**config.mk**
```make
export PLATFORM = sky130hd
export DESIGN_NAME = snake_engine_flat
export DESIGN_NICKNAME = d
export VERILOG_FILES = /design/src/rtl/snake_engine_if.sv /design/src/rtl/snake_engine.sv /design/src/flat_wrapper.sv
export SDC_FILE = /design/constraint.sdc
export NUM_CORES = 2
export LEC_CHECK = 0
export CORE_MARGIN = 3
export CORE_UTILIZATION = 25
export CTS_BUF_LIST = sky130_fd_sc_hd__clkbuf_8
export DETAILED_ROUTE_END_ITERATION = 10
export GPL_TIMING_DRIVEN = 0
export PLACE_DENSITY = 0.48
export SLEW_MARGIN = 25
export SYNTH_ARGS = -nofsm -noshare
export SYNTH_HDL_FRONTEND = slang
export SYNTH_SLANG_ARGS = --single-unit
export TNS_END_PERCENT = 10
```
**constraint.sdc**
```tcl
create_clock -name clk -period 11 [get_ports clk]
set_input_delay 3.3 -clock clk [delete_from_list [all_inputs] [get_ports clk]]
set_output_delay 3.3 -clock clk [all_outputs]
set_load 0.01 [all_outputs]
```
**src/rtl/snake_engine_if.sv**
```systemverilog
// rtl/snake_engine_if.sv - control/observation bundle between game logic and snake_engine
//
// Purpose: groups the snake engine's command inputs and body/status outputs.
// Ports (signals):
//   start, step, grow, key[1:0]          commands from game-tick/input logic
//   body_xy[MAX_LEN*2*CW-1:0]            packed segments, i=0 is head, each {y,x}
//   len[15:0], dir[1:0]                  current length and direction
//   done, dead, hit_wall, hit_self       step completion pulse and status flags
// Modports: master drives commands, slave (the engine) drives results.
interface snake_engine_if #(
  parameter int CW      = 8,
  parameter int MAX_LEN = 64
);
  logic                    start;
  logic                    step;
  logic                    grow;
  logic [1:0]              key;
  logic [MAX_LEN*2*CW-1:0] body_xy;
  logic [15:0]             len;
  logic [1:0]              dir;
  logic                    done;
  logic                    dead;
  logic                    hit_wall;
  logic                    hit_self;

  modport master (
    output start, step, grow, key,
    input  body_xy, len, dir, done, dead, hit_wall, hit_self
  );

  modport slave (
    input  start, step, grow, key,
    output body_xy, len, dir, done, dead, hit_wall, hit_self
  );
endinterface

```
**src/rtl/snake_engine.sv**
```systemverilog
// rtl/snake_engine.sv - snake body update engine with wall/wrap and self-collision checks
//
// Purpose: holds head-first segment coordinates and applies one move per honoured step,
// with reversal rejection, optional growth, wall or wrap edges and self-collision detection.
// A one-cycle done pulse follows every honoured step and kicks the renderer's refresh.
// Ports:
//   clk   clock
//   rst   synchronous reset, active-high
//   bus   snake_engine_if.slave: start/step/grow/key in; body_xy/len/dir/done/dead/
//         hit_wall/hit_self out
module snake_engine #(
  parameter int SIZE_X   = 16,
  parameter int SIZE_Y   = 16,
  parameter int CW       = 8,
  parameter int MAX_LEN  = 64,
  parameter int INIT_LEN = 4,
  parameter int START_X  = 4,
  parameter int START_Y  = 4,
  parameter int WRAP     = 0
) (
  input logic           clk,
  input logic           rst,
  snake_engine_if.slave bus
);

  localparam int SW = 2 * CW;
  localparam logic [CW-1:0] X_LAST = CW'(SIZE_X - 1);
  localparam logic [CW-1:0] Y_LAST = CW'(SIZE_Y - 1);

  typedef enum logic [1:0] {
    S_IDLE = 2'd0,
    S_RUN  = 2'd1,
    S_DEAD = 2'd2
  } state_t;

  state_t        state_q, state_d;
  logic [SW-1:0] body_q [MAX_LEN];
  logic [SW-1:0] body_d [MAX_LEN];
  logic [15:0]   len_q, len_d;
  logic [1:0]    dir_q, dir_d;
  logic          done_q, done_d;
  logic          hit_wall_q, hit_wall_d;
  logic          hit_self_q, hit_self_d;

  logic [CW-1:0] head_x, head_y;
  logic [CW-1:0] nx, ny;
  logic [1:0]    nd;
  logic          wall;
  logic          self_hit;
  logic          grow_eff;
  logic [15:0]   len_new;
  logic [15:0]   chk_len;

  // Next-head computation. Edge detection compares the pre-move coordinate against
  // the field limit so CW-bit overflow never masks a wall hit.
  always_comb begin
    head_x   = body_q[0][CW-1:0];
    head_y   = body_q[0][SW-1:CW];
    nd       = ((bus.key ^ dir_q) == 2'b11) ? dir_q : bus.key;
    nx       = head_x;
    ny       = head_y;
    wall     = 1'b0;
    case (nd)
      2'b00: begin
        if (head_y == Y_LAST) begin
          wall = (WRAP == 0);
          ny   = '0;
        end else begin
          ny = head_y + CW'(1);
        end
      end
      2'b11: begin
        if (head_y == '0) begin
          wall = (WRAP == 0);
          ny   = Y_LAST;
        end else begin
          ny = head_y - CW'(1);
        end
      end
      2'b10: begin
        if (head_x == X_LAST) begin
          wall = (WRAP == 0);
          nx   = '0;
        end else begin
          nx = head_x + CW'(1);
        end
      end
      default: begin
        if (head_x == '0) begin
          wall = (WRAP == 0);
          nx   = X_LAST;
        end else begin
          nx = head_x - CW'(1);
        end
      end
    endcase

    grow_eff = bus.grow && (len_q < 16'(MAX_LEN));
    len_new  = len_q + {15'd0, grow_eff};
    // The tail vacates its cell on a plain move, so it only counts when growing.
    chk_len  = grow_eff ? len_q : (len_q - 16'd1);

    self_hit = 1'b0;
    for (int i = 0; i < MAX_LEN; i++) begin
      if ((16'(i) < chk_len) && (body_q[i] == {ny, nx})) begin
        self_hit = 1'b1;
      end
    end
    // A wall death reports only the wall; the off-field head is not a real cell.
    if (wall) begin
      self_hit = 1'b0;
    end
  end

  // Next-state and update logic.
  always_comb begin
    state_d    = state_q;
    body_d     = body_q;
    len_d      = len_q;
    dir_d      = dir_q;
    done_d     = 1'b0;
    hit_wall_d = hit_wall_q;
    hit_self_d = hit_self_q;

    if (bus.start) begin
      state_d    = S_RUN;
      len_d      = 16'(INIT_LEN);
      dir_d      = 2'b10;
      hit_wall_d = 1'b0;
      hit_self_d = 1'b0;
      for (int i = 0; i < MAX_LEN; i++) begin
        body_d[i] = (i < INIT_LEN) ? {CW'(START_Y), CW'(START_X - i)} : '0;
      end
    end else if ((state_q == S_RUN) && bus.step) begin
      done_d = 1'b1;
      if (wall || self_hit) begin
        state_d    = S_DEAD;
        hit_wall_d = wall;
        hit_self_d = self_hit;
      end else begin
        body_d[0] = {ny, nx};
        for (int i = 1; i < MAX_LEN; i++) begin
          body_d[i] = (16'(i) < len_new) ? body_q[i-1] : '0;
        end
        len_d = len_new;
        dir_d = nd;
      end
    end
  end

  always_ff @(posedge clk) begin
    if (rst) begin
      state_q    <= S_IDLE;
      for (int i = 0; i < MAX_LEN; i++) begin
        body_q[i] <= '0;
      end
      len_q      <= '0;
      dir_q      <= 2'b10;
      done_q     <= 1'b0;
      hit_wall_q <= 1'b0;
      hit_self_q <= 1'b0;
    end else begin
      state_q    <= state_d;
      body_q     <= body_d;
      len_q      <= len_d;
      dir_q      <= dir_d;
      done_q     <= done_d;
      hit_wall_q <= hit_wall_d;
      hit_self_q <= hit_self_d;
    end
  end

  for (genvar g = 0; g < MAX_LEN; g++) begin : g_pack
    assign bus.body_xy[g*SW +: SW] = body_q[g];
  end

  assign bus.len      = len_q;
  assign bus.dir      = dir_q;
  assign bus.done     = done_q;
  assign bus.dead     = (state_q == S_DEAD);
  assign bus.hit_wall = hit_wall_q;
  assign bus.hit_self = hit_self_q;

endmodule

```
**src/flat_wrapper.sv**
```systemverilog
// flat-port wrapper written by rule: the top's interface ports become plain ports
module snake_engine_flat 
#(
  parameter int SIZE_X   = 16,
  parameter int SIZE_Y   = 16,
  parameter int CW       = 8,
  parameter int MAX_LEN  = 64,
  parameter int INIT_LEN = 4,
  parameter int START_X  = 4,
  parameter int START_Y  = 4,
  parameter int WRAP     = 0
)
  (clk, rst, bus_start, bus_step, bus_grow, bus_key, bus_body_xy, bus_len, bus_dir, bus_done, bus_dead, bus_hit_wall, bus_hit_self);
  snake_engine_if #(.CW(CW), .MAX_LEN(MAX_LEN)) bus_i ();
  input logic clk;
  input logic rst;
  input wire logic [$bits(bus_i.start)-1:0] bus_start;
  input wire logic [$bits(bus_i.step)-1:0] bus_step;
  input wire logic [$bits(bus_i.grow)-1:0] bus_grow;
  input wire logic [$bits(bus_i.key)-1:0] bus_key;
  output wire logic [$bits(bus_i.body_xy)-1:0] bus_body_xy;
  output wire logic [$bits(bus_i.len)-1:0] bus_len;
  output wire logic [$bits(bus_i.dir)-1:0] bus_dir;
  output wire logic [$bits(bus_i.done)-1:0] bus_done;
  output wire logic [$bits(bus_i.dead)-1:0] bus_dead;
  output wire logic [$bits(bus_i.hit_wall)-1:0] bus_hit_wall;
  output wire logic [$bits(bus_i.hit_self)-1:0] bus_hit_self;
  assign bus_i.start = bus_start;
  assign bus_i.step = bus_step;
  assign bus_i.grow = bus_grow;
  assign bus_i.key = bus_key;
  assign bus_body_xy = bus_i.body_xy;
  assign bus_len = bus_i.len;
  assign bus_dir = bus_i.dir;
  assign bus_done = bus_i.done;
  assign bus_dead = bus_i.dead;
  assign bus_hit_wall = bus_i.hit_wall;
  assign bus_hit_self = bus_i.hit_self;
  snake_engine #(.SIZE_X(SIZE_X), .SIZE_Y(SIZE_Y), .CW(CW), .MAX_LEN(MAX_LEN), .INIT_LEN(INIT_LEN), .START_X(START_X), .START_Y(START_Y), .WRAP(WRAP)) u_core (.clk(clk), .rst(rst), .bus(bus_i));
endmodule
```
==> load_flow_metrics.sql <==
INSERT INTO impl_metrics (metric_group, metric, value, unit) VALUES
('status', 'run_status', 'finished with violations', ''),
('status', 'violations_in_the_final_reports', 'negative setup slack', ''),
('die', 'die-height', '475', 'um'),
('layout', 'area_growth_syn_to_layout', '38.9', '%'),
('min_path', 'hold_class', 'register to register', ''),
('timing', 'finalSetupViolCount', '1040', ''),
('timing', 'timing.final.hold_violations', '0', ''),
('route', 'detail_route.wl_per_cell', '44.8', 'um'),
('pwr', 'clock_power_share', '40.2', '%'),
('die', 'io-pin-count', '1053', ''),
('critical_path', 'cpPeakStageDelay', '710', 'ps'),
('global_route', 'grt_first_pass_wirelength', '663000', 'um'),
('clocking', 'clk_latency', '1100', 'ps'),
('timing', 'layout_min_cycle_time', '11630', 'ps'),
('placement', 'detailed_place_hpwl', '407000', 'um'),
('logic_synthesis', 'post_synth_inst_count', '7224', ''),
('layout', 'final_nets', '8613', ''),
('critical_path', 'critPathArrivalTime', '12610', 'ps'),
('layout', 'final_core_util', '35.1', '%'),
('critical_path', 'criticalPathCategory', 'input port to register', ''),
('clocking', 'master_cell_of_the_clock_root_buffer', 'sky130_fd_sc_hd__clkbuf_8', ''),
('logic_synthesis', 'async_reset_ff_share', '0', '%'),
('logic_synthesis', 'synth.net_count', '7243', ''),
('placement', 'port-buffer-count', '1052', ''),
('global_route', 'grt_max_degree', '17', ''),
('critical_path', 'timing.critical_path.from_type', 'input port', ''),
('die', 'chipWidth', '475', 'um'),
('critical_path', 'path_buf_inv', '10', ''),
('logic_synthesis', 'synth.ff_latch_count', '1047', ''),
('logic_synthesis', 'synth.avg_cell_area', '7.63', 'um2'),
('pwr', 'max-vdd-ir-drop', '0.146', 'mV'),
('pwr', 'pwr_density_cell', '132', 'nW/um2'),
('timing', 'final.setup.worst_slack', '-632', 'ps'),
('route', 'ant_nets', '0', ''),
('layout', 'stdcell_count', '11700', ''),
('route', 'drcViolationCount', '0', ''),
('pwr', 'total_power', '10.1', 'mW'),
('critical_path', 'worst_path_dominant_cell_family', 'buffers and inverters', ''),
('route', 'drt_pre_antenna_iters', '9', ''),
('critical_path', 'crit_path_end_kind', 'register', ''),
('layout', 'mostFrequentLayoutCells', 'sky130_fd_sc_hd__nand2_1 (1207), sky130_fd_sc_hd__a21oi_1 (1121), sky130_fd_sc_hd__nand3_1 (1085)', ''),
('clocking', 'tritoncts', 'done', ''),
('die', 'row_count', '171', ''),
('layout', 'layout_commonest_cell', 'sky130_fd_sc_hd__nand2_1', ''),
('clocking', 'tritoncts.num_buffers', '194', ''),
('placement', 'dp_cells', '11200', ''),
('route', 'vias', '72300', ''),
('critical_path', 'critical_path_required', '11980', 'ps'),
('placement', 'dp_slack', '-4680', 'ps'),
('logic_synthesis', 'synth.yosys.warnings', '0', ''),
('logic_synthesis', 'synth.cell_area', '55100', 'um2'),
('logic_synthesis', 'ys_seq_area_share', '38.0', '%'),
('timing', 'worst_slew_margin', '15.5', '%'),
('timing', 'worstMarginPinSlew', '1250', 'ps'),
('die', 'floorplan.die_area', '226000', 'um2'),
('pwr', 'power_frac_comb', '22.2', '%'),
('pwr', 'switching_share', '36.0', '%'),
('flow_run', 'maximum_capacitance_violations', '0', ''),
('die', 'core_area', '218000', 'um2'),
('timing', 'drv_slew', '0', ''),
('layout', 'layout-drive-gt1-share', '10.7', '%'),
('logic_synthesis', 'post_synth_num_cell_types', '96', ''),
('critical_path', 'timing.critical_path.slowest_stage_cell', 'sky130_fd_sc_hd__nand4_1', ''),
('critical_path', 'critPathMaxFanout', '11', ''),
('logic_synthesis', 'synth-main-ff-cell', 'sky130_fd_sc_hd__dfxtp_1', ''),
('pwr', 'internal-power', '6.47', 'mW'),
('timing', 'fmax', '0.0860', 'GHz'),
('placement', 'routabilityCongestion', '1.07', ''),
('pwr', 'netSwitchingPower', '3.64', 'mW'),
('timing', 'finClkSkew', '99.3', 'ps'),
('route', 'wl', '522000', 'um');
==> worst min-delay path, cell delays in order, from the launching register on <==
cell and delay, ps:
sky130_fd_sc_hd__dfxtp_1 330, sky130_fd_sc_hd__nand2_1 60, sky130_fd_sc_hd__a21oi_1 50
==> stage by stage <==
step	instance area [um2]	setup TNS [ps]	hold WS, ps
floorplan	55100	0	458
global placement	69200	-9073890	468
detailed placement	71900	-4311480	477
CTS	76300	0	484
global route	76400	-12.5	501
finish	76600	-332940	486
==> synthesized netlist by cell type (32+ instances only) <==
library cell                count  share of area [%]
sky130_fd_sc_hd__o21ai_0      149                1.4
sky130_fd_sc_hd__nor4_1        93                1.1
sky130_fd_sc_hd__dfxtp_1     1047                 38
sky130_fd_sc_hd__o21ai_1       32               0.29
sky130_fd_sc_hd__buf_1         42               0.29
sky130_fd_sc_hd__nor3_1        82               0.74
sky130_fd_sc_hd__o2111ai_1     52               0.83
sky130_fd_sc_hd__inv_1         37               0.25
sky130_fd_sc_hd__a211oi_1      35               0.48
sky130_fd_sc_hd__a2111oi_0     51               0.81
sky130_fd_sc_hd__clkbuf_1     308                2.1
sky130_fd_sc_hd__xor2_1       272                4.3
sky130_fd_sc_hd__nand4_1      105                1.2
sky130_fd_sc_hd__or3_1         51               0.58
sky130_fd_sc_hd__buf_2        271                2.5
sky130_fd_sc_hd__xnor2_1      530                8.4
sky130_fd_sc_hd__nand2_1     1216                8.3
sky130_fd_sc_hd__a21oi_1     1128                 10
sky130_fd_sc_hd__nand3_1     1085                9.9
sky130_fd_sc_hd__nor2_1       141               0.96
==> final timing paths <==
path         slack, ps                startpoint  cells after the start                        to
max               -630                bus_key[1]                     25   u_core.bus.body_xy[639]
min                490  u_core.bus.body_xy[1010]                      2  u_core.bus.body_xy[1010]
max reg2reg        450     u_core.bus.body_xy[9]                     24   u_core.bus.body_xy[639]
min reg2reg        490  u_core.bus.body_xy[1010]                      2  u_core.bus.body_xy[1010]
==> state kept, by name (all words and copies together), names as in the netlist <==
name                 cells
u_core.bus.hit_self      1
u_core.bus.done          1
u_core.bus.len          16
u_core.bus.dir           2
u_core.bus.hit_wall      1
u_core.state_q           2
u_core.bus.body_xy    1024
==> cell families (layout without fill, tap and decap cells) <==
| family | after synthesis | count (layout) | synth area share (%) |
|---|---|---|---|
| fa+ha+maj | 12 | 12 | 0.272 |
| other cells | 0 | 59 | 0 |
| simple gates | 2932 | 2932 | 24.8 |
| mux | 21 | 21 | 0.400 |
| xor+xnor | 802 | 802 | 12.7 |
| buf+inv | 671 | 2184 | 5.26 |
| compound gates | 1739 | 1739 | 18.4 |
| flops | 1047 | 1047 | 38.0 |
==> power groups by stage <==
stage,Combinational [mW],Clock [mW],Sequential (mW)
2_1_floorplan,0.812,0,3.89
3_3_place_gp,1.84,0,3.89
3_5_place_dp,2.01,0,3.89
4_1_cts,2.04,4.05,3.81
5_1_grt,2.16,4.21,3.81
6_report,2.24,4.07,3.81
==> final cells by class <==
cell class	count	area, um2
multi-input cells	5506	31900
fillers	23000	142000
well taps	2854	3570
inverters	40	153
repair buffers	1177	12800
clock inverters	100	692
clock buffers	239	3290
diodes	59	148
flip-flops and latches	1047	21000
plain buffers	628	3050
==> repair_timing <==
item	in CTS	in global routing
endpoints found under the setup margin	1046	1040
hold buffers	0	0
buffers inserted	7	0
resized for setup	92	14
pin swaps	5	2
==> layer usage <==
metal / share of wire, % / up-vias / routed length, um / global-route usage (%)
met2: 39 / 6486 / 202000 / 60.2
li1: - / 28400 / - / -
met1: 37 / 35800 / 195000 / 53.7
met3: 14 / 1596 / 74900 / 20.0
met5: 0.14 / - / 740 / 1.45
met4: 9.6 / 30 / 50400 / 33.4
(Power assumes the default switching activity.)
